## src/rtl/regfile_ctrl_pkg.sv

```systemverilog
// Shared constants, enums and the destination-legality helper for the
// register-file write-back controller.
package regfile_ctrl_pkg;

  localparam int NUM_REGS         = 11;
  localparam int ADDR_W           = 4;
  localparam int DATA_W           = 32;
  localparam int PC_REG           = 9;
  localparam int STARVE_LIMIT_DEF = 3;

  typedef enum logic {PRIO_MEM, PRIO_ALU} wb_prio_e;

  typedef enum logic [1:0] {GNT_NONE, GNT_MEM, GNT_ALU} wb_gnt_e;

  // The PC+8 alias and anything past the last physical register never get written.
  function automatic logic legal_dest(input logic [ADDR_W-1:0] addr);
    return (addr < ADDR_W'(NUM_REGS)) && (addr != ADDR_W'(PC_REG));
  endfunction

endpackage

```

## src/rtl/regfile_scoreboard.sv

```systemverilog
// Pending-write scoreboard: one busy bit per register, set on issue and
// cleared on commit, plus the RAW/WAW hazard compare for decode.
module regfile_scoreboard
  import regfile_ctrl_pkg::*;
(
  input  logic                clk,
  input  logic                rst_n,
  input  logic                issue_valid,
  input  logic [ADDR_W-1:0]   issue_addr,
  input  logic                clr_en,
  input  logic [ADDR_W-1:0]   clr_addr,
  input  logic [ADDR_W-1:0]   rs1_addr,
  input  logic [ADDR_W-1:0]   rs2_addr,
  output logic [NUM_REGS-1:0] busy_mask,
  output logic                hazard
);

  logic [NUM_REGS-1:0] r_busy;
  logic [NUM_REGS-1:0] w_busy_next;
  logic [NUM_REGS-1:0] w_rs1_hit;
  logic [NUM_REGS-1:0] w_rs2_hit;
  logic [NUM_REGS-1:0] w_waw_hit;
  logic                w_set_en;

  // Reservation is only taken when decode is not stalled this cycle.
  assign w_set_en = issue_valid && !hazard && legal_dest(issue_addr);

  for (genvar gi = 0; gi < NUM_REGS; gi++) begin : g_bit
    localparam bit IS_PC = (gi == PC_REG);
    logic w_set;
    logic w_clr;

    assign w_set = w_set_en && (issue_addr == ADDR_W'(gi));
    assign w_clr = clr_en && (clr_addr == ADDR_W'(gi));
    // A same-cycle issue to a committing register keeps the newer reservation.
    assign w_busy_next[gi] = w_set ? 1'b1 : (w_clr ? 1'b0 : r_busy[gi]);

    assign w_rs1_hit[gi] = !IS_PC && r_busy[gi] && (rs1_addr == ADDR_W'(gi));
    assign w_rs2_hit[gi] = !IS_PC && r_busy[gi] && (rs2_addr == ADDR_W'(gi));
    assign w_waw_hit[gi] = issue_valid && r_busy[gi] && (issue_addr == ADDR_W'(gi));
  end

  always_ff @(posedge clk or negedge rst_n) begin
    if (!rst_n) begin
      r_busy <= '0;
    end else begin
      r_busy <= w_busy_next;
    end
  end

  assign hazard    = (|w_rs1_hit) || (|w_rs2_hit) || (|w_waw_hit);
  assign busy_mask = r_busy;

endmodule

```

## src/rtl/regfile_wb_ctrl.sv

```systemverilog
// Write-back controller: arbitrates ALU and load results onto the single
// register-file write port with starvation-bounded priority.
module regfile_wb_ctrl
  import regfile_ctrl_pkg::*;
#(
  parameter int STARVE_LIMIT = STARVE_LIMIT_DEF
) (
  input  logic                clk,
  input  logic                rst_n,
  input  logic                mem_valid,
  output logic                mem_ready,
  input  logic [ADDR_W-1:0]   mem_addr,
  input  logic [DATA_W-1:0]   mem_data,
  input  logic                alu_valid,
  output logic                alu_ready,
  input  logic [ADDR_W-1:0]   alu_addr,
  input  logic [DATA_W-1:0]   alu_data,
  input  logic                issue_valid,
  input  logic [ADDR_W-1:0]   issue_addr,
  input  logic [ADDR_W-1:0]   rs1_addr,
  input  logic [ADDR_W-1:0]   rs2_addr,
  output logic                hazard,
  output logic                wr_en,
  output logic [ADDR_W-1:0]   wr_addr,
  output logic [DATA_W-1:0]   wr_data,
  output logic [NUM_REGS-1:0] busy_mask,
  output logic                bad_addr
);

  localparam logic [2:0] LIMIT_C = 3'(STARVE_LIMIT);

  wb_prio_e          r_state;
  wb_prio_e          w_state_next;
  wb_gnt_e           w_gnt;
  logic [2:0]        r_cnt;
  logic [2:0]        w_cnt_next;
  logic              w_xfer;
  logic              w_alu_xfer;
  logic              w_legal;
  logic              w_commit;
  logic [ADDR_W-1:0] w_addr;
  logic [DATA_W-1:0] w_data;
  logic              r_wr_en;
  logic [ADDR_W-1:0] r_wr_addr;
  logic [DATA_W-1:0] r_wr_data;
  logic              r_bad_addr;

  always_ff @(posedge clk or negedge rst_n) begin
    if (!rst_n) begin
      r_state <= PRIO_MEM;
    end else begin
      r_state <= w_state_next;
    end
  end

  always_comb begin
    w_state_next = r_state;
    unique case (r_state)
      PRIO_MEM: if (!w_alu_xfer && (w_cnt_next == LIMIT_C)) w_state_next = PRIO_ALU;
      PRIO_ALU: if (w_alu_xfer) w_state_next = PRIO_MEM;
    endcase
  end

  always_comb begin
    w_gnt = GNT_NONE;
    unique case (r_state)
      PRIO_MEM: begin
        if (mem_valid)      w_gnt = GNT_MEM;
        else if (alu_valid) w_gnt = GNT_ALU;
      end
      PRIO_ALU: begin
        if (alu_valid)      w_gnt = GNT_ALU;
        else if (mem_valid) w_gnt = GNT_MEM;
      end
    endcase
  end

  assign mem_ready  = (w_gnt == GNT_MEM);
  assign alu_ready  = (w_gnt == GNT_ALU);
  assign w_xfer     = (w_gnt != GNT_NONE);
  assign w_alu_xfer = (w_gnt == GNT_ALU);
  assign w_addr     = w_alu_xfer ? alu_addr : mem_addr;
  assign w_data     = w_alu_xfer ? alu_data : mem_data;
  assign w_legal    = legal_dest(w_addr);
  assign w_commit   = w_xfer && w_legal;

  // Counts stalled ALU cycles since the last ALU write, saturating at the limit.
  always_comb begin
    w_cnt_next = r_cnt;
    if (w_alu_xfer) begin
      w_cnt_next = 3'd0;
    end else if (alu_valid && (r_cnt < LIMIT_C)) begin
      w_cnt_next = r_cnt + 3'd1;
    end
  end

  always_ff @(posedge clk or negedge rst_n) begin
    if (!rst_n) begin
      r_cnt <= 3'd0;
    end else begin
      r_cnt <= w_cnt_next;
    end
  end

  always_ff @(posedge clk or negedge rst_n) begin
    if (!rst_n) begin
      r_wr_en    <= 1'b0;
      r_wr_addr  <= '0;
      r_wr_data  <= '0;
      r_bad_addr <= 1'b0;
    end else begin
      r_wr_en <= w_commit;
      if (w_commit) begin
        r_wr_addr <= w_addr;
        r_wr_data <= w_data;
      end
      if (w_xfer && !w_legal) begin
        r_bad_addr <= 1'b1;
      end
    end
  end

  assign wr_en    = r_wr_en;
  assign wr_addr  = r_wr_addr;
  assign wr_data  = r_wr_data;
  assign bad_addr = r_bad_addr;

  regfile_scoreboard u_scoreboard (
    .clk         (clk),
    .rst_n       (rst_n),
    .issue_valid (issue_valid),
    .issue_addr  (issue_addr),
    .clr_en      (w_commit),
    .clr_addr    (w_addr),
    .rs1_addr    (rs1_addr),
    .rs2_addr    (rs2_addr),
    .busy_mask   (busy_mask),
    .hazard      (hazard)
  );

endmodule
```

## config.mk

```make
export PLATFORM = sky130hd
export DESIGN_NAME = regfile_wb_ctrl
export DESIGN_NICKNAME = d
export VERILOG_FILES = /design/src/rtl/regfile_ctrl_pkg.sv /design/src/rtl/regfile_scoreboard.sv /design/src/rtl/regfile_wb_ctrl.sv
export SDC_FILE = /design/constraint.sdc
export NUM_CORES = 1
export LEC_CHECK = 0
export ABC_CLOCK_PERIOD_IN_PS = 4100
export CORE_AREA = 5 5 67 129
export DETAILED_ROUTE_END_ITERATION = 8
export DIE_AREA = 0 0 72 134
export PLACE_DENSITY_LB_ADDON = 0.3
export SYNTH_ARGS = -nofsm -noshare
export SYNTH_HDL_FRONTEND = slang
export SYNTH_SLANG_ARGS = --single-unit
```

## constraint.sdc

```tcl
create_clock -name clk -period 4.1 [get_ports clk]
set_clock_uncertainty 0.1 [all_clocks]
set_input_delay 1.23 -clock clk [delete_from_list [all_inputs] [get_ports clk]]
set_output_delay 1.23 -clock clk [all_outputs]
set_load 0.005 [all_outputs]
```

==> impl_results.html, run 1 <==
<table>
<tr><th>Metric</th><th>Value</th></tr>
<tr><th colspan="2">Die</th></tr>
<tr><td>Chip Width</td><td>about 72 um</td></tr>
<tr><td>Area of the placeable core</td><td>approximately 0.0075 mm2</td></tr>
<tr><td>Die height</td><td>between 100 and 150 um</td></tr>
<tr><td>Placement row count</td><td>45</td></tr>
<tr><td>Starting density of the core</td><td>between 30% and 40%</td></tr>
<tr><td>I/O Pins</td><td>between 100 and 150</td></tr>
<tr><td>Overall die area</td><td>just under 0.01 mm2</td></tr>
<tr><th colspan="2">Clock tree</th></tr>
<tr><td># clock sinks</td><td>53</td></tr>
<tr><td>Clock latency of the later-clocked register in the worst-skew pair</td><td>between 0.2 and 0.3 ns</td></tr>
<tr><td>Clock transition time at the flip-flop clock pins of the worst setup and hold paths</td><td>0.07 ns</td></tr>
<tr><td>Maximum root-to-sink buffer count</td><td>2</td></tr>
<tr><td>Number of CTS-inserted buffers</td><td>5</td></tr>
<tr><td>H-Tree Level Count</td><td>2</td></tr>
<tr><td>Clock Tree Root</td><td>clkbuf_16</td></tr>
<tr><td>Clock tree from TritonCTS</td><td>built</td></tr>
<tr><th colspan="2">Layout</th></tr>
<tr><td>Relative area change from synthesis to final layout</td><td>59.59%</td></tr>
<tr><td>Area occupied by registers</td><td>between 0.001 and 0.0015 mm2</td></tr>
<tr><td># fillers</td><td>between 600 and 700</td></tr>
<tr><td>Layout cell share with drive strength beyond 1</td><td>roughly an eighth</td></tr>
<tr><td>Antenna cell count</td><td>0</td></tr>
<tr><td>Footprint of the multi-input gates</td><td>between 0.0015 and 0.002 mm2</td></tr>
<tr><td>Net count, final</td><td>578</td></tr>
<tr><th colspan="2">Synthesis</th></tr>
<tr><td>Average cell area after synthesis</td><td>8.810 um2</td></tr>
<tr><td>Post-synthesis compound-gate area fraction</td><td>between 10% and 20%</td></tr>
<tr><td>Combinational family with the most area after synthesis</td><td>simple AND/OR/NAND/NOR gates</td></tr>
<tr><td>Async set-or-reset flop fraction in the synthesized netlist</td><td>100.0%</td></tr>
<tr><td>Number of nets produced by synthesis</td><td>roughly 430</td></tr>
<tr><td>Post-synthesis mux area share</td><td>approximately 6%</td></tr>
<tr><td>Adder and majority cell fraction of the synthesized area</td><td>less than 1%</td></tr>
<tr><td>Syn. warnings</td><td>0</td></tr>
<tr><td>Share of synthesized area occupied by flip-flops and latches</td><td>approximately 45%</td></tr>
<tr><td>Gate count after technology mapping</td><td>337</td></tr>
<tr><td>EDFF count, synth</td><td>0</td></tr>
<tr><td>XOR/XNOR Fraction of Synth Area</td><td>0%</td></tr>
<tr><td>Commonest register cell after synthesis</td><td>dfrtp_1</td></tr>
<tr><td>Cell area after synthesis</td><td>between 0.002 and 0.003 mm2</td></tr>
<tr><td>#FFs+latches synth</td><td>53</td></tr>
<tr><td>Netlist cell types</td><td>48</td></tr>
<tr><td>Simple-Gate Fraction of Synth Area</td><td>about a quarter</td></tr>
<tr><th colspan="2">Placed design</th></tr>
<tr><td>Detailed placer's ending HPWL</td><td>about 7700 um</td></tr>
<tr><td>RD Place Congestion</td><td>about 0.95</td></tr>
<tr><td>Port Buf Inserts</td><td>140</td></tr>
<tr><td>Setup Slack @ Placement</td><td>-0.4945 ns</td></tr>
<tr><th colspan="2">Timing</th></tr>
<tr><td>Setup repair after global routing missed its margin</td><td>no</td></tr>
<tr><td>Total count of max-transition violations in the final report</td><td>0</td></tr>
<tr><td>Maximum clock frequency</td><td>~0.25 GHz</td></tr>
<tr><td>Total negative slack for setup checks</td><td>0 ns</td></tr>
<tr><td>Setup violation total in the final timing report</td><td>0</td></tr>
<tr><td>Period Utilization, post-route</td><td>96.91%</td></tr>
<tr><td>Worst setup slack after layout</td><td>0.1265 ns</td></tr>
<tr><td>Final hold slack</td><td>between 0.3 and 0.4 ns</td></tr>
<tr><td>Slew at the pin with the worst max-slew slack</td><td>~0.82 ns</td></tr>
<tr><td>Total count of hold-check failures in the final report</td><td>0</td></tr>
<tr><td>Final Critical Period</td><td>approximately 4 ns</td></tr>
<tr><td>Relative slew margins</td><td>about 45%</td></tr>
<tr><th colspan="2">Drt</th></tr>
<tr><td>Wire length after detailed routing</td><td>9851 um</td></tr>
<tr><td>Iter 0 DRT Violations</td><td>150</td></tr>
<tr><td>Remaining design rule violation count</td><td>0</td></tr>
<tr><td>Vias per cell</td><td>5.386</td></tr>
<tr><td>Post-DR wirelength/cell</td><td>between 15 and 20 um</td></tr>
<tr><td>Total via count after detailed routing</td><td>3140</td></tr>
<tr><td>Final antenna-violating net count</td><td>0</td></tr>
<tr><td>First-pass iteration count of the detailed router</td><td>4</td></tr>
<tr><th colspan="2">GRT</th></tr>
<tr><td>Pin count of the biggest net entering global routing</td><td>65</td></tr>
<tr><td>First-pass GRT wire length</td><td>between 15000 and 20000 um</td></tr>
<tr><td>M1 GR Usage</td><td>between 10% and 20%</td></tr>
<tr><td>Vias in the first global route</td><td>3280</td></tr>
<tr><td>Antenna violations before repair</td><td>0</td></tr>
<tr><td>Met3 track utilization from global routing</td><td>between 5 and 6%</td></tr>
<tr><td>Total GRT Usage</td><td>about 21%</td></tr>
<tr><td>GR peak layer</td><td>met2</td></tr>
<tr><td>Global routing usage on met2</td><td>around 39%</td></tr>
<tr><td>Aggregate global routing overflow</td><td>0</td></tr>
<tr><th colspan="2">Critical path</th></tr>
<tr><td>Maximum fanout encountered on the critical timing path</td><td>5</td></tr>
<tr><td>Endpoint required time on the critical path</td><td>between 2 and 3 ns</td></tr>
<tr><td>Crit start category</td><td>primary input</td></tr>
<tr><td>Type of the worst setup path</td><td>in2out</td></tr>
<tr><td>Arrival time of data at the critical path endpoint</td><td>approximately 2.6 ns</td></tr>
<tr><td>Critical Path End Type</td><td>primary output</td></tr>
<tr><th colspan="2">Worst hold path</th></tr>
<tr><td>Hold WC Path Type</td><td>reg2reg</td></tr>
<tr><th colspan="2">Power</th></tr>
<tr><td>Power consumption</td><td>2.037 mW</td></tr>
<tr><td>Pwr per Cell Area</td><td>430.0 mW/mm2</td></tr>
<tr><td>Leak Pwr</td><td>1.977 nW</td></tr>
<tr><td>VDD IR-drop max</td><td>247.2 uV</td></tr>
<tr><th colspan="2">Flow run</th></tr>
<tr><td># Max-Cap Violations</td><td>0</td></tr>
<tr><th colspan="2">Run status</th></tr>
<tr><td>Status</td><td>complete, no violations</td></tr>
</table>
-- Yosys cell counts, types with 2 or more instances --
master	instances	area share [%]
nor4b_1	2	0.59
nand4b_1	3	0.89
nor2b_1	2	0.42
a31oi_1	35	7.4
inv_1	5	0.63
nand3b_1	5	1.3
a21oi_1	5	0.84
and2b_2	4	1.2
clkbuf_1	9	1.1
o31ai_1	17	4.3
buf_1	2	0.25
a211oi_1	3	0.76
buf_2	6	1.0
or3b_2	2	0.59
nor2_1	44	5.6
mux2_2	6	2.3
a2111oi_0	2	0.59
nor3b_1	4	1.0
dfrtp_1	53	45
buf_6	2	0.76
nand2_1	77	9.7
o22ai_1	2	0.42
o21ai_0	11	1.9
mux2i_1	10	3.4
nor4_1	2	0.42
buf_4	2	0.51
-- cell usage in the layout, fill, tap and decap left out, drive strengths merged, types with 2 or more instances in the layout --
cell type,instances
clkdlybuf4s50,130
nor2,44
inv,5
a32o,2
a2111oi,2
buf,27
o21ai,11
a21oi,5
nand2,77
clkbuf,8
nor3b,4
nor2b,2
and2b,4
or3b,2
nand4b,4
nand3b,5
dlygate4sd2,8
a31oi,35
or2,2
a21o,2
dfrtp,53
a211oi,3
o31ai,17
nor4b,2
mux2i,10
mux2,7
o22ai,2
nor4,3
-- report_power, final --
part | total, mW | switching, mW | internal (mW)
clock | 0.411 | 0.184 | 0.227
combinational | 0.835 | 0.356 | 0.479
sequential | 0.791 | 0.127 | 0.664
total | 2.04 | 0.668 | 1.37
-- worst max-delay path: stages --
cell	delay [ns]
clkdlybuf4s50_1	0.46
or3b_2	0.52
o22ai_4	0.17
nor4_4	0.07
nand3b_1	0.08
clkbuf_2	0.11
-- metrics by stage --
step	instances	area, um2	utilization [%]
floorplan	337	2969	-
global placement	574	4566	60.51
detailed placement	574	4566	60.51
CTS	583	4735	62.75
global route	583	4738	62.80
finish	583	4738	62.80
-- metal layers --
metal	wire, um	vias to the layer above
li1	-	1506
met2	5434	140
met5	0	-
met4	510	0
met3	785	38
met1	3121	1456
-- worst paths after layout --
check,startpoint,to,slack [ns],depth (start not counted)
worst max-delay path,rs2_addr[3],hazard,0.13,6
worst min-delay path,u_scoreboard.busy_mask[9],u_scoreboard.busy_mask[9],0.32,0
worst max register to register,r_state,u_scoreboard.busy_mask[4],1.81,7
worst min register to register,u_scoreboard.busy_mask[9],u_scoreboard.busy_mask[9],0.32,0
max in group asynchronous,rst_n,wr_data[3],2.22,2
min in group asynchronous,rst_n,wr_data[21],0.93,1
-- cell type report --
cell class                      count  area share (%)
Inverter                            5          0.3961
Sequential cell                    53           27.99
Tap cell                           94           2.482
Multi-Input combinational cell    257           32.48
Timing Repair Buffer              166           33.69
Clock buffer                        7           2.799
Clock inverter                      1          0.1584
-- cells by family (layout without fill, tap and decap cells) --
group,after synthesis,in the layout
mux,17,17
compound gates,85,85
buf+inv,27,179
simple gates,154,154
flops,53,53
fa+ha+maj,1,1
-- state kept, by name, indices dropped and copies added, names as in the netlist --
| register | cells |
|---|---|
| wr_addr | 4 |
| wr_data | 32 |
| r_state | 1 |
| u_scoreboard.busy_mask | 11 |
| r_cnt | 3 |
| bad_addr | 1 |
| wr_en | 1 |
-- timing repair --
| item | CTS | global route |
|---|---|---|
| resized for setup | 17 | 3 |
| pin swaps | 5 | 0 |
| setup buffers | 1 | 0 |
| hold buffers | 0 | 0 |
| setup endpoints to repair | 1 | 1 |
No activity file was read; power rests on OpenSTA's default activity.
==> run 2: changes to the inputs <==
--- a/config.mk
+++ b/config.mk
@@ -6,10 +6,13 @@
 export NUM_CORES = 1
 export LEC_CHECK = 0
 export ABC_CLOCK_PERIOD_IN_PS = 4100
+export CAP_MARGIN = 10
 export CORE_AREA = 5 5 67 129
 export DETAILED_ROUTE_END_ITERATION = 8
 export DIE_AREA = 0 0 72 134
 export PLACE_DENSITY_LB_ADDON = 0.3
+export SETUP_SLACK_MARGIN = 0.2
+export SLEW_MARGIN = 10
 export SYNTH_ARGS = -nofsm -noshare
 export SYNTH_HDL_FRONTEND = slang
 export SYNTH_SLANG_ARGS = --single-unit
==> run 2 against run 1 <==
Effect of this change: sequential share of layout area fell by 0.23 points; final area rose by 0.82%; maximum frequency rose by 3.5%; critical path depth did not move; die area did not move; clock-buffer cell count did not move; worst setup slack improved by 0.13 ns; non-clock buffer count rose by 2; critical path type unchanged.
==> impl_results.html, run 2 (synthesis gave the netlist of run 1 again) <==
<table>
<tr><th>Metric</th><th>Value</th></tr>
<tr><th colspan="2">Drt</th></tr>
<tr><td>Final antenna-violating net count</td><td>0 (unchanged)</td></tr>
<tr><td>Vias per cell</td><td>5.393 (was 5.386)</td></tr>
<tr><td>Remaining design rule violation count</td><td>0 (unchanged)</td></tr>
<tr><td>Wire length after detailed routing</td><td>9855 um (was 9851 um)</td></tr>
<tr><td>Total via count after detailed routing</td><td>3155 (was 3140)</td></tr>
<tr><td>Iter 0 DRT Violations</td><td>122 (was 150)</td></tr>
<tr><td>Post-DR wirelength/cell</td><td>16.85 um (was 16.90 um)</td></tr>
<tr><td>First-pass iteration count of the detailed router</td><td>4 (unchanged)</td></tr>
<tr><th colspan="2">Clock tree</th></tr>
<tr><td>Maximum root-to-sink buffer count</td><td>2 (unchanged)</td></tr>
<tr><td># clock sinks</td><td>53 (unchanged)</td></tr>
<tr><td>Number of CTS-inserted buffers</td><td>5 (unchanged)</td></tr>
<tr><td>Clock transition time at the flip-flop clock pins of the worst setup and hold paths</td><td>0.07 ns (about the same)</td></tr>
<tr><td>Clock Tree Root</td><td>clkbuf_16 (unchanged)</td></tr>
<tr><td>Clock tree from TritonCTS</td><td>built (unchanged)</td></tr>
<tr><td>H-Tree Level Count</td><td>2 (unchanged)</td></tr>
<tr><td>Clock latency of the later-clocked register in the worst-skew pair</td><td>0.29 ns (about the same)</td></tr>
<tr><th colspan="2">Timing</th></tr>
<tr><td>Period Utilization, post-route</td><td>93.67% (was 96.91%)</td></tr>
<tr><td>Slew at the pin with the worst max-slew slack</td><td>0.8220 ns (was 0.8213 ns)</td></tr>
<tr><td>Setup repair after global routing missed its margin</td><td>no (unchanged)</td></tr>
<tr><td>Setup violation total in the final timing report</td><td>0 (unchanged)</td></tr>
<tr><td>Total count of hold-check failures in the final report</td><td>0 (unchanged)</td></tr>
<tr><td>Total count of max-transition violations in the final report</td><td>0 (unchanged)</td></tr>
<tr><td>Total negative slack for setup checks</td><td>0 ns (unchanged)</td></tr>
<tr><td>Relative slew margins</td><td>45.20% (was 45.25%)</td></tr>
<tr><td>Final Critical Period</td><td>3.841 ns (was 3.973 ns)</td></tr>
<tr><td>Maximum clock frequency</td><td>0.2604 GHz (was 0.2517 GHz)</td></tr>
<tr><th colspan="2">Layout</th></tr>
<tr><td>Layout cell share with drive strength beyond 1</td><td>13.65% (was 12.07%)</td></tr>
<tr><td>Antenna cell count</td><td>0 (unchanged)</td></tr>
<tr><td>Commonest non-fill, non-tap cells in the layout</td><td>clkdlybuf4s50_1, nand2_1, dfrtp_1 (unchanged)</td></tr>
<tr><td>Footprint of the multi-input gates</td><td>0.001559 mm2 (was 0.001539 mm2)</td></tr>
<tr><td>Max FFs per register</td><td>32 (unchanged)</td></tr>
<tr><td>Final cell utilization of the core</td><td>63.32% (was 62.80%)</td></tr>
<tr><td>Relative area change from synthesis to final layout</td><td>60.89% (was 59.59%)</td></tr>
<tr><td>Area occupied by registers</td><td>0.001326 mm2 (unchanged)</td></tr>
<tr><td>Net count, final</td><td>580 (was 578)</td></tr>
<tr><td># fillers</td><td>664 (was 669)</td></tr>
<tr><td>Leading cell type in the layout, fill and taps excluded</td><td>clkdlybuf4s50_1 (unchanged)</td></tr>
<tr><th colspan="2">Die</th></tr>
<tr><td>Placement row count</td><td>45 (unchanged)</td></tr>
<tr><td>I/O Pins</td><td>141 (unchanged)</td></tr>
<tr><td>Area of the placeable core</td><td>0.007545 mm2 (unchanged)</td></tr>
<tr><td>Starting density of the core</td><td>39.35% (unchanged)</td></tr>
<tr><td>Overall die area</td><td>0.009648 mm2 (unchanged)</td></tr>
<tr><td>Chip Width</td><td>72 um (unchanged)</td></tr>
<tr><td>Die height</td><td>134 um (unchanged)</td></tr>
<tr><th colspan="2">Critical path</th></tr>
<tr><td>Type of the worst setup path</td><td>in2out (unchanged)</td></tr>
<tr><td>Critical Path End Type</td><td>primary output (unchanged)</td></tr>
<tr><td>Flop-to-flop setup slack</td><td>1.82 ns (was 1.81 ns)</td></tr>
<tr><td>Sequence of cells on the critical path</td><td>dlygate4sd2_1 &gt; mux2_2 &gt; a32o_2 &gt; nor4_4 &gt; nand3b_1 &gt; buf_2 (was clkdlybuf4s50_1 &gt; or3b_2 &gt; o22ai_4 &gt; nor4_4 &gt; nand3b_1 &gt; clkbuf_2)</td></tr>
<tr><td>Maximum fanout encountered on the critical timing path</td><td>2 (was 5)</td></tr>
<tr><td>Endpoint required time on the critical path</td><td>2.77 ns (about the same)</td></tr>
<tr><td>Cell class contributing the biggest share of worst-path delay</td><td>buffers and inverters (was simple AND/OR/NAND/NOR gates)</td></tr>
<tr><td>Crit start category</td><td>primary input (unchanged)</td></tr>
<tr><td>Worst path buffer plus inverter count</td><td>2 (unchanged)</td></tr>
<tr><td>Delay of the slowest cell on the worst path</td><td>0.34 ns (was 0.52 ns)</td></tr>
<tr><td>Arrival time of data at the critical path endpoint</td><td>2.51 ns (was 2.64 ns)</td></tr>
<tr><td>Crit-path slowest cell</td><td>mux2_2 (was or3b_2)</td></tr>
<tr><th colspan="2">GRT</th></tr>
<tr><td>Aggregate global routing overflow</td><td>0 (unchanged)</td></tr>
<tr><td>Antenna violations before repair</td><td>0 (unchanged)</td></tr>
<tr><td>First-pass GRT wire length</td><td>15560 um (unchanged)</td></tr>
<tr><td>Total GRT Usage</td><td>20.54% (unchanged)</td></tr>
<tr><td>Pin count of the biggest net entering global routing</td><td>65 (unchanged)</td></tr>
<tr><td>Vias in the first global route</td><td>3277 (was 3280)</td></tr>
<tr><th colspan="2">Flow run</th></tr>
<tr><td># Max-Cap Violations</td><td>0 (unchanged)</td></tr>
<tr><th colspan="2">Run status</th></tr>
<tr><td>Status</td><td>complete, no violations (unchanged)</td></tr>
<tr><th colspan="2">Placed design</th></tr>
<tr><td>Port Buf Inserts</td><td>140 (unchanged)</td></tr>
<tr><td>RD Place Congestion</td><td>0.9542 (unchanged)</td></tr>
<tr><td>Detailed placer's ending HPWL</td><td>7721 um (unchanged)</td></tr>
<tr><th colspan="2">Power</th></tr>
<tr><td>Pwr per Cell Area</td><td>427.1 mW/mm2 (was 430.0 mW/mm2)</td></tr>
<tr><td>Leak Pwr</td><td>2.034 nW (was 1.977 nW)</td></tr>
<tr><td>VDD IR-drop max</td><td>247.7 uV (was 247.2 uV)</td></tr>
<tr><th colspan="2">Worst hold path</th></tr>
<tr><td>Hold WC Path Type</td><td>reg2reg (unchanged)</td></tr>
</table>
==> run 2: changes by cell type in the layout (fill, tap and decap cells not counted), moves of 2 or more <==
| cell | delta |
|---|---|
| clkdlybuf4s50_1 | -5 |
| dlymetal6s2s_1 | +4 |
| dlygate4sd2_1 | -3 |
| buf_2 | +2 |
| buf_6 | +2 |
| clkbuf_2 | +2 |
| mux2i_1 | -2 |
| mux2i_2 | +2 |
| or3b_2 | -2 |
| or3b_4 | +2 |
==> run 2: area by class of cell <==
cell class	count	share of cell area (%)
Clock buffer	7	2.776
Clock inverter	1	0.1572
Inverter	5	0.3929
Multi-Input combinational cell	257	32.63
Sequential cell	53	27.76
Tap cell	94	2.462
Timing Repair Buffer	168	33.81
==> run 2: per-layer routing <==
metal	vias to the layer above	track usage, %	part of all wire [%]
met1	1470	18.64	32
met3	39	5.851	7.8
met5	-	0	0
met2	131	38.73	55
li1	1515	-	-
met4	0	11.92	5.2
==> run 2: metrics by stage <==
stage	hold slack [ns]	area [um2]	instances	power (mW)	worst slack, ns
final	0.3240	4777	585	2.040	0.2594
after global routing	0.3363	4777	585	2.162	0.1951
after CTS	0.3261	4761	584	2.058	0.1486
after detailed placement	0.3110	4566	574	1.632	-0.4945
after global placement	0.3104	4566	574	1.610	-0.4725
after floorplan	0.3510	2969	337	1.124	0.3021
==> run 2: what timing repair did <==
item                       in CTS  in global routing
setup buffers                   2                  0
setup endpoints to repair       2                  1
pin swaps                       7                  6
cloned                          0                  1
gates resized for setup        26                 14
hold buffers                    0                  0
==> run 2: report_power, final <==
part / total [mW] / switching [mW] / internal (mW) / leakage, nW
registers: 0.791 / 0.127 / 0.664 / 0.626
logic: 0.839 / 0.357 / 0.482 / 1.34
clock network: 0.410 / 0.183 / 0.227 / 0.0641
total: 2.04 / 0.667 / 1.37 / 2.03
==> run 2: final timing paths <==
check | startpoint | endpoint | cells past startpoint
worst max-delay path | rs2_addr[0] | hazard | 6
worst min-delay path | u_scoreboard.busy_mask[9] | u_scoreboard.busy_mask[9] | 0
worst max register to register | r_state | u_scoreboard.busy_mask[4] | 7
worst min register to register | u_scoreboard.busy_mask[9] | u_scoreboard.busy_mask[9] | 0
max in group asynchronous | rst_n | wr_data[3] | 2
min in group asynchronous | rst_n | wr_data[21] | 1
==> run 3: changes to the inputs <==
--- a/config.mk
+++ b/config.mk
@@ -7,9 +7,9 @@
 export LEC_CHECK = 0
 export ABC_CLOCK_PERIOD_IN_PS = 4100
 export CAP_MARGIN = 10
-export CORE_AREA = 5 5 67 129
+export CORE_AREA = 3 3 65 127
 export DETAILED_ROUTE_END_ITERATION = 8
-export DIE_AREA = 0 0 72 134
+export DIE_AREA = 0 0 68 130
 export PLACE_DENSITY_LB_ADDON = 0.3
 export SETUP_SLACK_MARGIN = 0.2
 export SLEW_MARGIN = 10
==> run 3 against run 2 <==
Effect of this change: clock power about the same; final cell count decreased by 0.51%; flip-flop and latch count unchanged; maximum frequency shrank 1.3%; combinational power rose by 4.1%; highest routed layer unchanged.
==> impl_results.html, run 3 (synthesis gave the netlist of run 1 again) <==
<table>
<tr><th>Metric</th><th>Value</th></tr>
<tr><th colspan="2">Run status</th></tr>
<tr><td>Status</td><td>complete, no violations (unchanged)</td></tr>
<tr><th colspan="2">Timing</th></tr>
<tr><td>Setup violation total in the final timing report</td><td>0 (unchanged)</td></tr>
<tr><td>Total negative slack for setup checks</td><td>0 ns (unchanged)</td></tr>
<tr><td>Maximum clock frequency</td><td>0.2571 GHz (was 0.2604 GHz)</td></tr>
<tr><td>Period Utilization, post-route</td><td>94.87% (was 93.67%)</td></tr>
<tr><td>Relative slew margins</td><td>55.11% (was 45.20%)</td></tr>
<tr><td>Slew at the pin with the worst max-slew slack</td><td>0.6734 ns (was 0.8220 ns)</td></tr>
<tr><td>Total count of max-transition violations in the final report</td><td>0 (unchanged)</td></tr>
<tr><td>Final Critical Period</td><td>3.889 ns (was 3.841 ns)</td></tr>
<tr><td>Setup repair after global routing missed its margin</td><td>yes (was no)</td></tr>
<tr><td>Total count of hold-check failures in the final report</td><td>0 (unchanged)</td></tr>
<tr><th colspan="2">Die</th></tr>
<tr><td>Starting density of the core</td><td>40.25% (was 39.35%)</td></tr>
<tr><td>Area of the placeable core</td><td>0.007377 mm2 (was 0.007545 mm2)</td></tr>
<tr><td>Chip Width</td><td>68 um (was 72 um)</td></tr>
<tr><td>Placement row count</td><td>44 (was 45)</td></tr>
<tr><td>Overall die area</td><td>0.008840 mm2 (was 0.009648 mm2)</td></tr>
<tr><td>Die height</td><td>130 um (was 134 um)</td></tr>
<tr><td>I/O Pins</td><td>141 (unchanged)</td></tr>
<tr><th colspan="2">Clock tree</th></tr>
<tr><td>H-Tree Level Count</td><td>2 (unchanged)</td></tr>
<tr><td>Clock latency of the later-clocked register in the worst-skew pair</td><td>0.30 ns (was 0.29 ns)</td></tr>
<tr><td>Clock tree from TritonCTS</td><td>built (unchanged)</td></tr>
<tr><td># clock sinks</td><td>53 (unchanged)</td></tr>
<tr><td>Number of CTS-inserted buffers</td><td>5 (unchanged)</td></tr>
<tr><td>Clock transition time at the flip-flop clock pins of the worst setup and hold paths</td><td>0.07 ns (about the same)</td></tr>
<tr><td>Clock Tree Root</td><td>clkbuf_16 (unchanged)</td></tr>
<tr><td>Maximum root-to-sink buffer count</td><td>2 (unchanged)</td></tr>
<tr><td>Hold-fix buffers at CTS</td><td>0 (unchanged)</td></tr>
<tr><th colspan="2">Drt</th></tr>
<tr><td>Post-DR wirelength/cell</td><td>16.63 um (was 16.85 um)</td></tr>
<tr><td>Final antenna-violating net count</td><td>0 (unchanged)</td></tr>
<tr><td>Vias per cell</td><td>5.412 (was 5.393)</td></tr>
<tr><td>First-pass iteration count of the detailed router</td><td>4 (unchanged)</td></tr>
<tr><td>Iter 0 DRT Violations</td><td>141 (was 122)</td></tr>
<tr><td>Remaining design rule violation count</td><td>0 (unchanged)</td></tr>
<tr><td>Wire length after detailed routing</td><td>9681 um (was 9855 um)</td></tr>
<tr><td>Total via count after detailed routing</td><td>3150 (was 3155)</td></tr>
<tr><th colspan="2">GRT</th></tr>
<tr><td>Antenna violations before repair</td><td>0 (unchanged)</td></tr>
<tr><td>Vias in the first global route</td><td>3196 (was 3277)</td></tr>
<tr><td>Pin count of the biggest net entering global routing</td><td>71 (was 65)</td></tr>
<tr><td>Total GRT Usage</td><td>23.51% (was 20.54%)</td></tr>
<tr><td>Aggregate global routing overflow</td><td>0 (unchanged)</td></tr>
<tr><td>First-pass GRT wire length</td><td>15560 um (unchanged)</td></tr>
<tr><th colspan="2">Layout</th></tr>
<tr><td>Commonest non-fill, non-tap cells in the layout</td><td>clkdlybuf4s50_1, nand2_1, dfrtp_1 (unchanged)</td></tr>
<tr><td>Antenna cell count</td><td>0 (unchanged)</td></tr>
<tr><td>Leading cell type in the layout, fill and taps excluded</td><td>clkdlybuf4s50_1 (unchanged)</td></tr>
<tr><td>Relative area change from synthesis to final layout</td><td>62.66% (was 60.89%)</td></tr>
<tr><td>Net count, final</td><td>580 (unchanged)</td></tr>
<tr><td>Layout cell share with drive strength beyond 1</td><td>14.29% (was 13.65%)</td></tr>
<tr><td>Max FFs per register</td><td>32 (unchanged)</td></tr>
<tr><td>Layout Cell Area excl Fill</td><td>0.004830 mm2 (was 0.004777 mm2)</td></tr>
<tr><td># fillers</td><td>619 (was 664)</td></tr>
<tr><th colspan="2">Power</th></tr>
<tr><td>Pwr per Cell Area</td><td>430.9 mW/mm2 (was 427.1 mW/mm2)</td></tr>
<tr><td>Leak Pwr</td><td>2.016 nW (was 2.034 nW)</td></tr>
<tr><td>VDD IR-drop max</td><td>322.5 uV (was 247.7 uV)</td></tr>
<tr><th colspan="2">Placed design</th></tr>
<tr><td>RD Place Congestion</td><td>0.9258 (was 0.9542)</td></tr>
<tr><td>Detailed placer's ending HPWL</td><td>7278 um (was 7721 um)</td></tr>
<tr><td>Port Buf Inserts</td><td>140 (unchanged)</td></tr>
<tr><td>Instance area after placement</td><td>0.004556 mm2 (was 0.004566 mm2)</td></tr>
<tr><th colspan="2">Worst hold path</th></tr>
<tr><td>Hold WC Path Type</td><td>reg2reg (unchanged)</td></tr>
<tr><th colspan="2">Critical path</th></tr>
<tr><td>Worst path buffer plus inverter count</td><td>3 (was 2)</td></tr>
<tr><td>Crit-path slowest cell</td><td>or4_4 (was mux2_2)</td></tr>
<tr><td>Arrival time of data at the critical path endpoint</td><td>2.56 ns (was 2.51 ns)</td></tr>
<tr><td>Crit start category</td><td>primary input (unchanged)</td></tr>
<tr><td>Cell class contributing the biggest share of worst-path delay</td><td>simple AND/OR/NAND/NOR gates (was buffers and inverters)</td></tr>
<tr><td>Delay of the slowest cell on the worst path</td><td>0.50 ns (was 0.34 ns)</td></tr>
<tr><td>Endpoint required time on the critical path</td><td>2.77 ns (about the same)</td></tr>
<tr><td>Type of the worst setup path</td><td>in2out (unchanged)</td></tr>
<tr><td>Maximum fanout encountered on the critical timing path</td><td>4 (was 2)</td></tr>
<tr><td>Critical Path End Type</td><td>primary output (unchanged)</td></tr>
<tr><td>Sequence of cells on the critical path</td><td>clkdlybuf4s15_1 &gt; buf_6 &gt; mux2i_1 &gt; or4_4 &gt; o41ai_4 &gt; nand3b_1 &gt; buf_2 (was dlygate4sd2_1 &gt; mux2_2 &gt; a32o_2 &gt; nor4_4 &gt; nand3b_1 &gt; buf_2)</td></tr>
<tr><th colspan="2">Flow run</th></tr>
<tr><td># Max-Cap Violations</td><td>0 (unchanged)</td></tr>
</table>
run 3: changes by cell type in the layout (fill, tap and decap cells not counted), moves of 2 or more:
cell,change
o22ai_4,+2
o22ai_2,-2
buf_6,+2
dlygate4sd2_1,+2
dlymetal6s2s_1,-3
mux2i_1,-2
mux2i_4,+2
run 3: layout make-up:
class,count,area (um2),share of cell area [%]
sequential,53,1326,27.46
clock inverter,1,8.758,0.1813
clock buffer,6,128.9,2.668
tap,92,115.1,2.383
timing repair buffer,168,1622,33.58
multi-input combinational,257,1610,33.34
inverter,5,18.77,0.3886
run 3: power breakdown:
group / total, mW / switching, mW / internal [mW]
logic: 0.873 / 0.368 / 0.505
registers: 0.797 / 0.134 / 0.663
clock network: 0.412 / 0.187 / 0.225
total: 2.08 / 0.689 / 1.39
run 3: repair_timing:
action	in CTS	in global routing
resized for setup	43	9
buffers inserted	3	1
pin swaps	6	2
setup endpoints to repair	2	3
run 3: metrics by stage:
stage	cells	total power, mW	utilization (%)	hold WS [ns]	setup WS [ns]
after global placement	571	1.604	61.75	0.2972	-0.5182
after floorplan	337	1.124	-	0.3510	0.3021
after CTS	581	2.079	65.11	0.3162	0.2043
after detailed placement	571	1.627	61.75	0.3008	-0.5349
final	582	2.081	65.47	0.3168	0.2105
after global routing	582	2.214	65.47	0.3316	0.1353
run 3: path summary, 6_finish.rpt:
check,to,slack (ns),start,depth (start not counted)
max in group asynchronous,wr_data[3],2.25,rst_n,2
min in group asynchronous,wr_data[21],0.87,rst_n,1
setup reg to reg,u_scoreboard.busy_mask[5],1.80,u_scoreboard.busy_mask[2],8
setup / recovery,hazard,0.21,rs2_addr[0],7
hold / removal,u_scoreboard.busy_mask[9],0.32,u_scoreboard.busy_mask[9],0
hold reg to reg,u_scoreboard.busy_mask[9],0.32,u_scoreboard.busy_mask[9],0
run 3: layer usage:
metal	wire length [um]	global-route usage (%)
met4	364	11.96
met5	0	0
met3	620	6.632
met2	5478	42.89
met1	3218	23.03
==> patch 1: new RTL, config.mk and constraints of run 2 <==
Change the package constant `ADDR_W` from 4 to 5.
--- a/src/rtl/regfile_ctrl_pkg.sv
+++ b/src/rtl/regfile_ctrl_pkg.sv
@@ -3,7 +3,7 @@
 package regfile_ctrl_pkg;
 
   localparam int NUM_REGS         = 11;
-  localparam int ADDR_W           = 4;
+  localparam int ADDR_W           = 5;
   localparam int DATA_W           = 32;
   localparam int PC_REG           = 9;
   localparam int STARVE_LIMIT_DEF = 3;
Interface: changed (6 resized); port bits go from 141 to 147. The function was not compared with the original's and may differ.
==> patch 1 against run 2 <==
- sequential share of layout area fell by 1.0 points
- total power grew 8.0%
- final area rose by 5.8%
- cell count shrank 0.17%
- worst setup slack got worse by 0.078 ns
- sequential cell count rose by 1
- wire length up 7.4%
- non-clock buffer count rose by 17
- critical path depth did not move
- combinational power increased by 12%
- area after synthesis rose by 2.5%
- largest cell class unchanged
==> patch 1: results (changes against run 2) <==
\begin{tabular}{lr}
\hline
Metric & Value \\
\hline
\multicolumn{2}{l}{\textbf{Place}} \\
Post-DP Area & 4720 um2 (+3.4\%) \\
Dpl ws & -0.574 ns (-0.0794 ns) \\
Total placed cells including tap cells & 561 (-2.3\%) \\
Half-perimeter wire length after placement & 8070 um (+4.6\%) \\
PortBufs & 146 (+4.3\%) \\
\multicolumn{2}{l}{\textbf{Synth}} \\
Post-synth net total & 413 (-3.3\%) \\
Cell variety after synth & 50 (+4.2\%) \\
Most numerous cell types in the synthesized netlist & 54 x dfrtp\_1, 49 x o21ai\_0, 46 x mux2i\_1 \\
Top cells by area, synth & dfrtp\_1 44\%, mux2i\_1 15\%, o21ai\_0 8.1\%, nand2\_1 5.6\%, o31ai\_1 2.7\% \\
Portion of netlist area occupied by mux cells & 0.162 (+0.101) \\
\multicolumn{2}{l}{\textbf{Pwr}} \\
Switching part of the total & 0.317 (-0.0105) \\
Leakage power figure & 2.19 nW (+7.7\%) \\
Net load switching power & 697 uW (+4.5\%) \\
Part of the total power dissipated in sequential elements & 0.385 (-0.003) \\
Comb group & 937 uW (+12\%) \\
\multicolumn{2}{l}{\textbf{Clocking}} \\
Setup bufs post-CTS & 14 (+12) \\
\# resized after CTS & 47 (+81\%) \\
\multicolumn{2}{l}{\textbf{Routing}} \\
Avg Vias per Cell & 5.47 (+1.4\%) \\
Number of design-rule violations left by the first detailed-router iteration & 141 (+16\%) \\
Total wire length after detailed routing & 10600 um (+7.4\%) \\
First-pass iteration count of the detailed router & 5 (+1) \\
Average detailed-routed wire length per instance & 18.1 um (+7.6\%) \\
\multicolumn{2}{l}{\textbf{Run status}} \\
Status & complete, no violations \\
\multicolumn{2}{l}{\textbf{Global route}} \\
Global-route wire length before repair & 16200 um (+4.1\%) \\
Pin count of the biggest net entering global routing & 46 (-29\%) \\
Number of global-route vias before repair & 3283 (+0.18\%) \\
\multicolumn{2}{l}{\textbf{Worst setup path}} \\
Launching instance or port of the critical path & rs1\_addr[0] \\
Internal reg-to-reg setup slack & 0.75 ns (-1.07 ns) \\
Reg2reg start & u\_scoreboard.busy\_mask[7]\$\_DFFE\_PN0P\_ \\
Slowest stage cell on the critical path & mux4\_2 \\
Number of cells traversed by the worst register-to-register path & 17 (+10) \\
\multicolumn{2}{l}{\textbf{Cells and area}} \\
Area delta synth->final & 66.2\% \\
Fill cell instance count of the final layout & 624 (-6.0\%) \\
Layout net count & 585 (+0.86\%) \\
\multicolumn{2}{l}{\textbf{STA}} \\
Final critical-path setup slack & 0.182 ns (-0.0775 ns) \\
Max-slew headroom & 0.420 (-0.0321) \\
\hline
\end{tabular}
[patch 1: kinds of logic after synthesis]
kind of cell	count (synthesis)
and+or+nand+nor	94
AOI/OAI and AO/OA	92
DFF	54
muxes	48
buffers and inverters	29
adders and majority gates	1
[patch 1: routing by layer]
metal	up-vias	part of all wire	track usage
met5	-	0	0
met4	0	0.051	0.109
met3	47	0.090	0.0638
met2	183	0.54	0.408
met1	1461	0.32	0.207
li1	1504	-	-
[patch 1: worst register-to-register path, delay by kind of cell (launching register included)]
family,cells,cell delay [ns]
AO/OA/AOI/OAI,2,0.51
buffers and inverters,13,1.50
flip-flops,1,0.48
multiplexers,1,0.52
AND/OR/NAND/NOR,1,0.12
[patch 1: final cells by class]
class	count	area share
Clock inverter	2	0.00272
Multi-Input combinational cell	235	0.323
Sequential cell	54	0.267
Clock buffer	5	0.0247
Inverter	9	0.00668
Timing Repair Buffer	185	0.352
Tap cell	94	0.0233
==> patch 2: new RTL, config.mk and constraints of run 2 <==
Without the edit above. Make the reset (`rst_n`) synchronous in 4 clocked blocks.
--- a/src/rtl/regfile_scoreboard.sv
+++ b/src/rtl/regfile_scoreboard.sv
@@ -40,7 +40,7 @@
     assign w_waw_hit[gi] = issue_valid && r_busy[gi] && (issue_addr == ADDR_W'(gi));
   end
 
-  always_ff @(posedge clk or negedge rst_n) begin
+  always_ff @(posedge clk) begin
     if (!rst_n) begin
       r_busy <= '0;
     end else begin
--- a/src/rtl/regfile_wb_ctrl.sv
+++ b/src/rtl/regfile_wb_ctrl.sv
@@ -45,7 +45,7 @@
   logic [DATA_W-1:0] r_wr_data;
   logic              r_bad_addr;
 
-  always_ff @(posedge clk or negedge rst_n) begin
+  always_ff @(posedge clk) begin
     if (!rst_n) begin
       r_state <= PRIO_MEM;
     end else begin
@@ -94,7 +94,7 @@
     end
   end
 
-  always_ff @(posedge clk or negedge rst_n) begin
+  always_ff @(posedge clk) begin
     if (!rst_n) begin
       r_cnt <= 3'd0;
     end else begin
@@ -102,7 +102,7 @@
     end
   end
 
-  always_ff @(posedge clk or negedge rst_n) begin
+  always_ff @(posedge clk) begin
     if (!rst_n) begin
       r_wr_en    <= 1'b0;
       r_wr_addr  <= '0;
Function: differs if rst_n is asserted again (counterexample within 4 cycles, from zero or initial values and one cycle with rst_n low); with rst_n held inactive, the same outputs for 10 cycles.
==> patch 2 against run 2 <==
- final area rose by 0.47%
- area after synthesis fell by 3.5%
- worst setup slack lost 0.020 ns
- wire length up 7.4%
- sequential cell count unchanged
- non-clock buffer count is 8 higher
- highest routed layer unchanged
Power is not compared: it rests on default switching activity, and its combinational part moved more than twofold at a synthesized area within 25%.
==> patch 2: results (changes against run 2) <==
\begin{tabular}{lr}
\hline
Metric & Value \\
\hline
\multicolumn{2}{l}{\textbf{Global route}} \\
Global-route wire length before repair & 16400 um (+5.4\%) \\
Grt met2 use & 0.425 (+0.0379) \\
Global Route Usage Sum & 0.218 (+0.0125) \\
Met1 Use GR & 0.202 (+0.0155) \\
Pin count of the biggest net entering global routing & 71 (+9.2\%) \\
Number of global-route vias before repair & 3379 (+3.1\%) \\
Met3 demand-to-capacity share in global routing & 0.0443 (-0.0143) \\
\multicolumn{2}{l}{\textbf{Clocking}} \\
Setup bufs post-CTS & 5 (+3) \\
Clock root buffer & clkbuf\_16 \\
\# resized after CTS & 44 (+69\%) \\
\multicolumn{2}{l}{\textbf{Place}} \\
Final RePlAce weighted congestion & 0.961 (+0.72\%) \\
Dpl ws & -0.556 ns (-0.0618 ns) \\
Half-perimeter wire length after placement & 8190 um (+6.1\%) \\
Total placed cells including tap cells & 584 (+1.7\%) \\
\multicolumn{2}{l}{\textbf{Routing}} \\
Sum of routed wire segments on met1 & 3510 um (+11\%) \\
Met2 routed WL & 6070 um (+12\%) \\
Average detailed-routed wire length per instance & 17.6 um (+4.7\%) \\
WL met3 & 589 um (-23\%) \\
Avg Vias per Cell & 5.53 (+2.5\%) \\
\multicolumn{2}{l}{\textbf{Cells and area}} \\
Fill cell instance count of the final layout & 690 (+3.9\%) \\
Fraction of final layout cells sized beyond drive strength 1 & 0.160 (+0.0236) \\
Finished Layout Cells & 600 (+2.6\%) \\
\multicolumn{2}{l}{\textbf{Synth}} \\
Post-synthesis compound-gate area fraction & 0.259 (+0.0665) \\
Cell variety after synth & 57 (+19\%) \\
Post-synth net total & 436 (+2.1\%) \\
Synthesized instance count & 346 (+2.7\%) \\
Top cells by area, synth & dfxtp\_1 37\%, o211a\_1 10\%, nand2\_1 9.7\%, nand3\_1 5.1\%, clkbuf\_1 2.5\% \\
Sequential area share after synthesis & 0.370 (-0.0762) \\
Most numerous cell types in the synthesized netlist & 74 x nand2\_1, 53 x dfxtp\_1, 29 x nand3\_1, 29 x o211a\_1, 19 x clkbuf\_1 \\
Portion of netlist area occupied by mux cells & 0.0485 (-0.0130) \\
\multicolumn{2}{l}{\textbf{Worst setup path}} \\
Largest delay contributor family on the critical path & simple AND/OR/NAND/NOR gates \\
Slowest stage cell on the critical path & or4\_4 \\
Longest individual stage delay on the worst path & 0.53 ns (+0.19 ns) \\
Critical path data arrival time & 2.53 ns (+0.02 ns) \\
Maximum fanout encountered on the critical timing path & 5 (+3) \\
\multicolumn{2}{l}{\textbf{Run status}} \\
Status & complete, no violations \\
\multicolumn{2}{l}{\textbf{Run}} \\
Reported max-cap violation count & 0 (unchanged) \\
\hline
\end{tabular}
## patch 2: cell types whose count changed after synthesis, sizes merged, moves of 9 or more
cell	change
o31ai	-14
o211a	+28
a31oi	-31
clkbuf	+9
dfxtp	+53
dfrtp	-53
nand3	+29
nor2	-31
## patch 2: cell type report
cell class,count,area [um2],area share
multi-input cells,259,1770,0.368
repair buffers,176,1640,0.342
flip-flops and latches,53,1060,0.221
clock buffers,6,139,0.0289
well taps,94,118,0.0245
clock inverters,2,37.5,0.00782
inverters,10,37.5,0.00782
## patch 2: stage by stage
step | util | power, mW | area, um2 | hold slack (ns)
2_1_floorplan | - | 0.727 | 2860 | 0.364
6_report | 0.636 | 1.45 | 4800 | 0.375
4_1_cts | 0.631 | 1.46 | 4760 | 0.377
3_5_place_dp | 0.596 | 0.953 | 4500 | 0.361
5_1_grt | 0.636 | 1.51 | 4800 | 0.403
3_3_place_gp | 0.596 | 0.948 | 4500 | 0.354
## patch 2: final timing paths
path | startpoint | end | slack (ns) | depth (start not counted)
worst max-delay path | rs1_addr[2] | hazard | 0.24 | 5
worst min-delay path | bad_addr$_SDFFE_PN0P_ | bad_addr$_SDFFE_PN0P_ | 0.38 | 1
worst max register to register | u_scoreboard.busy_mask[4]$_SDFFE_PN0P_ | u_scoreboard.busy_mask[2]$_SDFFE_PN0P_ | 1.70 | 7
worst min register to register | bad_addr$_SDFFE_PN0P_ | bad_addr$_SDFFE_PN0P_ | 0.38 | 1
## patch 2: logic make-up after synthesis
family                     Yosys count
AOI/OAI and AO/OA                   88
adders and majority gates            1
buffers and inverters               34
DFF                                 53
muxes                               12
and+or+nand+nor                    158
## patch 2: power breakdown
group	leakage, nW	switching [mW]	internal (mW)
clock network	0.0831	0.191	0.305
logic	1.64	0.154	0.216
registers	0.437	0.0230	0.555
total	2.16	0.369	1.08
